File: config.mk
export PLATFORM = sky130hd
export DESIGN_NAME = freq_input_gate_flat
export DESIGN_NICKNAME = d
export VERILOG_FILES = /design/src/rtl/freq_input_gate_if.sv /design/src/rtl/freq_input_gate.sv /design/src/flat_wrapper.sv
export SDC_FILE = /design/constraint.sdc
export NUM_CORES = 1
export LEC_CHECK = 0
export CORE_ASPECT_RATIO = 1.1
export CORE_MARGIN = 3
export CORE_UTILIZATION = 45
export DETAILED_ROUTE_END_ITERATION = 6
export MAX_ROUTING_LAYER = met4
export PLACE_DENSITY = 0.69
export SYNTH_ARGS = -nofsm -noshare
export SYNTH_HDL_FRONTEND = slang
export SYNTH_SLANG_ARGS = --single-unit
export TNS_END_PERCENT = 30
File: constraint.sdc
create_clock -name clk -period 2.6 [get_ports clk]
set_clock_uncertainty 0.1 [all_clocks]
set_input_delay 0.39 -clock clk [delete_from_list [all_inputs] [get_ports clk]]
set_output_delay 0.39 -clock clk [all_outputs]
set_load 0.05 [all_outputs]
File: src/rtl/freq_input_gate_if.sv
// freq_input_gate_if
//   Signal bundle between the frequency-meter front end and its neighbours.
//   slave  : the gate block (samples signal_in/enable, drives the rest)
//   master : whoever drives the pin/enable and consumes the strobes
//   signal_in    raw measured signal, asynchronous to the system clock
//   enable       measurement enable level, synchronous to the system clock
//   signal_clean synchronised, glitch-filtered level
//   edge_pulse   one-cycle strobe per accepted rising edge inside the gate
//   gate_open    gate window active
//   gate_start   first cycle of a window (counter clear)
//   gate_done    cycle after a window completed normally (counter latch)
//   gate_abort   window cut short by enable dropping
interface freq_input_gate_if;
    logic signal_in;
    logic enable;
    logic signal_clean;
    logic edge_pulse;
    logic gate_open;
    logic gate_start;
    logic gate_done;
    logic gate_abort;

    modport master (
        output signal_in, enable,
        input  signal_clean, edge_pulse, gate_open, gate_start, gate_done, gate_abort
    );

    modport slave (
        input  signal_in, enable,
        output signal_clean, edge_pulse, gate_open, gate_start, gate_done, gate_abort
    );
endinterface

File: src/rtl/freq_input_gate.sv
// freq_input_gate
//   Front end of the frequency meter. Synchronises the raw input pin, rejects
//   pulses shorter than FILTER_LEN cycles, strobes on accepted rising edges,
//   and generates the gate window (GATE_CYCLES open + one latch cycle) that
//   the downstream edge counter uses to clear, count and latch.
//   Ports:
//     clk  system clock, rising edge
//     rst  asynchronous active-high reset
//     bus  freq_input_gate_if.slave (signal_in/enable in, strobes/levels out)
//   Parameters:
//     GATE_CYCLES  clock cycles per gate window (>= 2)
//     FILTER_LEN   cycles a new level must persist before acceptance (>= 1)
//     SYNC_STAGES  synchroniser depth (>= 2)
module freq_input_gate #(
    parameter int GATE_CYCLES = 50_000_000,
    parameter int FILTER_LEN  = 3,
    parameter int SYNC_STAGES = 2
) (
    input  logic              clk,
    input  logic              rst,
    freq_input_gate_if.slave  bus
);
    localparam int FW = $clog2(FILTER_LEN + 1);
    localparam int GW = $clog2(GATE_CYCLES);
    localparam logic [FW-1:0] F_LAST = FW'(FILTER_LEN - 1);
    localparam logic [GW-1:0] G_LAST = GW'(GATE_CYCLES - 1);

    typedef enum logic [1:0] {
        IDLE = 2'd0,
        OPEN = 2'd1,
        DONE = 2'd2
    } state_t;

    // ---------------------------------------------------------------
    // Input conditioning: synchroniser, persistence filter, rise detect
    // ---------------------------------------------------------------
    logic [SYNC_STAGES-1:0] sync_ff;
    logic                   sync;
    logic [FW-1:0]          fcnt;
    logic                   clean_r;
    logic                   clean_d;
    logic                   rise_r;

    assign sync = sync_ff[SYNC_STAGES-1];

    always_ff @(posedge clk or posedge rst) begin
        if (rst) begin
            sync_ff <= '0;
            fcnt    <= '0;
            clean_r <= 1'b0;
            clean_d <= 1'b0;
            rise_r  <= 1'b0;
        end else begin
            sync_ff <= {sync_ff[SYNC_STAGES-2:0], bus.signal_in};
            // A disagreeing level must hold for FILTER_LEN consecutive
            // samples; any return to the accepted level restarts the count.
            if (sync != clean_r) begin
                if (fcnt == F_LAST) begin
                    clean_r <= sync;
                    fcnt    <= '0;
                end else begin
                    fcnt <= fcnt + 1'b1;
                end
            end else begin
                fcnt <= '0;
            end
            // Strobe lands in the cycle after the filtered level rises,
            // so the counter sees one fixed latency from pin to strobe.
            clean_d <= clean_r;
            rise_r  <= clean_r & ~clean_d;
        end
    end

    // ---------------------------------------------------------------
    // Gate window FSM, all outputs registered
    // ---------------------------------------------------------------
    state_t        state;
    logic [GW-1:0] gcnt;
    logic          open_r;
    logic          start_r;
    logic          done_r;
    logic          abort_r;

    always_ff @(posedge clk or posedge rst) begin
        if (rst) begin
            state   <= IDLE;
            gcnt    <= '0;
            open_r  <= 1'b0;
            start_r <= 1'b0;
            done_r  <= 1'b0;
            abort_r <= 1'b0;
        end else begin
            start_r <= 1'b0;
            done_r  <= 1'b0;
            abort_r <= 1'b0;
            case (state)
                IDLE: begin
                    open_r <= 1'b0;
                    if (bus.enable) begin
                        state   <= OPEN;
                        gcnt    <= '0;
                        open_r  <= 1'b1;
                        start_r <= 1'b1;
                    end
                end
                OPEN: begin
                    // Abort is checked first so a drop on the last open
                    // cycle never yields a (partial) latch strobe.
                    if (!bus.enable) begin
                        state   <= IDLE;
                        open_r  <= 1'b0;
                        abort_r <= 1'b1;
                    end else if (gcnt == G_LAST) begin
                        state  <= DONE;
                        open_r <= 1'b0;
                        done_r <= 1'b1;
                    end else begin
                        gcnt <= gcnt + 1'b1;
                    end
                end
                DONE: begin
                    // Single latch cycle, then straight into the next window.
                    if (bus.enable) begin
                        state   <= OPEN;
                        gcnt    <= '0;
                        open_r  <= 1'b1;
                        start_r <= 1'b1;
                    end else begin
                        state <= IDLE;
                    end
                end
                default: begin
                    state  <= IDLE;
                    open_r <= 1'b0;
                end
            endcase
        end
    end

    assign bus.signal_clean = clean_r;
    assign bus.edge_pulse   = rise_r & open_r;
    assign bus.gate_open    = open_r;
    assign bus.gate_start   = start_r;
    assign bus.gate_done    = done_r;
    assign bus.gate_abort   = abort_r;

endmodule

File: src/flat_wrapper.sv
// flat-port wrapper written by rule: the top's interface ports become plain ports
module freq_input_gate_flat 
#(
    parameter int GATE_CYCLES = 50_000_000,
    parameter int FILTER_LEN  = 3,
    parameter int SYNC_STAGES = 2
)
  (clk, rst, bus_signal_in, bus_enable, bus_signal_clean, bus_edge_pulse, bus_gate_open, bus_gate_start, bus_gate_done, bus_gate_abort);
  freq_input_gate_if bus_i ();
  input  logic clk;
  input  logic rst;
  input wire logic [$bits(bus_i.signal_in)-1:0] bus_signal_in;
  input wire logic [$bits(bus_i.enable)-1:0] bus_enable;
  output wire logic [$bits(bus_i.signal_clean)-1:0] bus_signal_clean;
  output wire logic [$bits(bus_i.edge_pulse)-1:0] bus_edge_pulse;
  output wire logic [$bits(bus_i.gate_open)-1:0] bus_gate_open;
  output wire logic [$bits(bus_i.gate_start)-1:0] bus_gate_start;
  output wire logic [$bits(bus_i.gate_done)-1:0] bus_gate_done;
  output wire logic [$bits(bus_i.gate_abort)-1:0] bus_gate_abort;
  assign bus_i.signal_in = bus_signal_in;
  assign bus_i.enable = bus_enable;
  assign bus_signal_clean = bus_i.signal_clean;
  assign bus_edge_pulse = bus_i.edge_pulse;
  assign bus_gate_open = bus_i.gate_open;
  assign bus_gate_start = bus_i.gate_start;
  assign bus_gate_done = bus_i.gate_done;
  assign bus_gate_abort = bus_i.gate_abort;
  freq_input_gate #(.GATE_CYCLES(GATE_CYCLES), .FILTER_LEN(FILTER_LEN), .SYNC_STAGES(SYNC_STAGES)) u_core (.clk(clk), .rst(rst), .bus(bus_i));
endmodule
==> summary.md <==
| Metric | Value |
|---|---|
| Worst Max-Slew Pin Slew | 0.7099 ns |
| Worst setup SP type | flip-flop |
| Vias in the first global route | 1693 |
| Family with the most delay on the worst path | compound AO/OA/AOI/OAI gates |
| Die height | 76.33 µm |
| Hold Path Class | flip-flop to flip-flop |
| Setup crit end kind | flip-flop |
| Crit path time final | 2.346 ns |
| Post-detail-place hpwl | 3.269 mm |
| Final #Nets | 226 |
| Final std cells w/o fill | 274 |
| CTS Hold Bufs | 0 |
| Initial antenna violation count | 0 |
| CTS clk-pin slew, worst paths | 0.08 ns |
| Pwr/cell area | 696.2 nW/µm² |
| Fmax | 0.4263 GHz |
| Critical path, cell by cell | nor4b_1, nand4_1, o21bai_1, nor3_1, a221o_1 |
| Total number of vias | 1719 |
| Initial DRC Count | 158 |
| Clock insertion delay at the later pin of the skew report | 0.29 ns |
| Mapped Cells | 203 |
| Critical path arrival | 2.42 ns |
| Asr flop ratio synth | 100.0% |
| Final ANT Viol Nets | 0 |
| Status | finished, final reports clean |
| Initial Utilization | 48.82% |
| Critical path fanouts, max | 9 |
| # rows | 24 |
| DR WL/cell | 16.67 µm |
| Final WL | 4.568 mm |
| Core area | 4144 µm² |
| Die extent in x | 69.93 µm |
| Most frequent cells in the layout | 39 x dfrtp_1, 20 x nand2_1, 18 x nand3_1, 10 x nor3_1, 10 x buf_4 |
| Grt total ovfl | 0 |
| Top_reg_cell synth | dfrtp_1 |
| Vias per cell | 6.274 |
| Slew Limit Fails | 0 |
| Clock sink count | 39 |
| Post-CTS Setup Repair Bufs | 0 |
| Clk root buf | clkbuf_8 |
| Ratio of cells with drive above 1 in the final layout | 11.71% |
| Mapped Area | 2023 µm² |
| Bufs on Longest Clock Path | 2 |
| Initial DRT Pass Iterations | 4 |
| TritonCTS Buffers | 5 |
| Die ar. | 5337 µm² |
| DRC viols | 0 |
| Final Hold Fails | 0 |
| Post-Syn Area per Cell | 9.966 µm² |
| IO Port Bufs | 9 |
| Area Growth Syn to Fin | 15.03% |
| Post-synth EDFFs | 0 |
| YS warnings | 0 |
| RSZ-0062 raised after global routing | false |
| Inst Count DP | 266 |
| Global-route wire length before repair | 8.183 mm |
| Routability cong. | 0.9333 |
| Reg2Reg Setup Slack | 0.25 ns |
| Post-synthesis cell type count | 50 |
| # fillers | 349 |
| All-Layer GR Usage | 19.50% |
| Max Cap Viol | 0 |
| Count of state elements after synthesis | 39 |
| Top Ports | 10 |
| Critical path buffer and inverter count | 0 |
| CTS tree | yes |
| Commonest non-fill, non-tap cell in the layout | dfrtp_1 |
| Critical-path top delay cell | o21bai_1 |
| Register area share after synthesis | 48.24% |
| WP data required | 2.68 ns |
| Leak | 0.9751 nW |
| Final period util | 90.21% |
| Rel. slew slack | 52.62% |
| Largest net degree at the start of global routing | 23 |
| Post-CTS Resized | 0 |
| # diodes | 0 |
| CP max stage delay | 0.59 ns |
| Peak supply drop | 0.3224 mV |
| H-tree depth | 2 |
| Syn Nets | 208 |
| WS Path Type | flip-flop to flip-flop |
| # setup viols final | 0 |
| Setup TNS | 0 ns |
per-layer routing:
layer | routed length [µm] | vias to the layer above | track usage, %
met5 | 0 | - | -
met4 | 31 | 0 | 4.023
met3 | 296 | 4 | 4.881
met2 | 2248 | 62 | 31.85
met1 | 1992 | 852 | 24.62
li1 | - | 801 | -
cells by family (layout without fill, tap and decap cells):
logic type / Yosys count / in the layout / synth area share, %
AND/OR/NAND/NOR: 92 / 92 / 26.22
buffers and inverters: 16 / 35 / 3.648
XOR/XNOR: 8 / 8 / 3.463
adder cells (fa/ha/maj): 1 / 1 / 0.6183
AO/OA/AOI/OAI: 44 / 44 / 16.26
multiplexers: 3 / 3 / 1.546
flip-flops: 39 / 39 / 48.24
where the power goes:
| group | switching, mW | total (mW) | internal [mW] |
|---|---|---|---|
| clock | 0.209 | 0.520 | 0.310 |
| combinational | 0.188 | 0.323 | 0.135 |
| sequential | 0.0867 | 0.777 | 0.691 |
| total | 0.484 | 1.62 | 1.14 |
cell usage after synthesis (2+ instances only):
cell type | number | share of area, %
nor3b_1 | 3 | 1.1
xor2_1 | 2 | 0.87
o211ai_1 | 2 | 0.74
nor3_1 | 10 | 2.5
a21o_1 | 2 | 0.74
xnor2_1 | 6 | 2.6
o311ai_0 | 5 | 2.2
mux2i_1 | 2 | 0.99
o21ai_0 | 8 | 2.0
a21oi_1 | 4 | 0.99
or3_1 | 4 | 1.2
inv_1 | 8 | 1.5
nand2_1 | 20 | 3.7
o2bb2ai_1 | 2 | 0.87
and4_1 | 3 | 1.3
nand2b_1 | 3 | 0.93
nand3_1 | 18 | 4.5
and3_1 | 4 | 1.2
or4_1 | 2 | 0.74
nor2_1 | 6 | 1.1
o21bai_1 | 2 | 0.74
buf_2 | 3 | 0.74
dfrtp_1 | 39 | 48
a31oi_1 | 2 | 0.62
clkbuf_1 | 4 | 0.74
a22o_1 | 7 | 3.0
and2_1 | 5 | 1.5
nand4_1 | 5 | 1.5
worst paths after layout:
check | from | end | depth (start not counted)
worst max-delay path | u_core.gcnt[7] | u_core.gcnt[11] | 5
worst min-delay path | u_core.sync_ff[0] | u_core.sync_ff[1] | 0
worst max register to register | u_core.gcnt[7] | u_core.gcnt[11] | 5
worst min register to register | u_core.sync_ff[0] | u_core.sync_ff[1] | 0
max in group asynchronous | rst | u_core.gcnt[10] | 3
min in group asynchronous | rst | u_core.fcnt[1] | 3
sequential cells by signal, indices dropped and copies added, names as in the netlist:
signal                   count
u_core.gcnt                 26
u_core.rise_r                1
u_core.state                 2
u_core.sync_ff               2
u_core.bus.gate_abort        1
u_core.bus.gate_open         1
u_core.bus.signal_clean      1
u_core.fcnt                  2
u_core.clean_d               1
u_core.bus.gate_done         1
u_core.bus.gate_start        1
per-stage QoR:
stage          setup slack (ns)  hold WS (ns)  power, mW  utilization [%]  instance area (µm²)
4_1_cts                  0.3124        0.2590      1.633            56.16                 2327
3_5_place_dp             0.3166        0.2484      1.114            53.32                 2210
3_3_place_gp             0.3623        0.2335      1.095            53.32                 2210
6_report                 0.2544        0.2541      1.620            56.16                 2327
5_1_grt                 0.08439        0.2670      1.714            56.16                 2327
2_1_floorplan            0.5909        0.2312      1.010                -                 2023
area by class of cell:
cell class / instances / area [µm²] / area share (%)
clock inverter: 2 / 35.03 / 1.505
sequential: 39 / 975.9 / 41.94
timing repair buffer: 19 / 165.2 / 7.097
multi-input combinational: 148 / 973.4 / 41.83
inverter: 8 / 30.03 / 1.290
clock buffer: 6 / 82.58 / 3.548
tap: 52 / 65.06 / 2.796
Note: power is estimated with default switching activity, not from simulation.
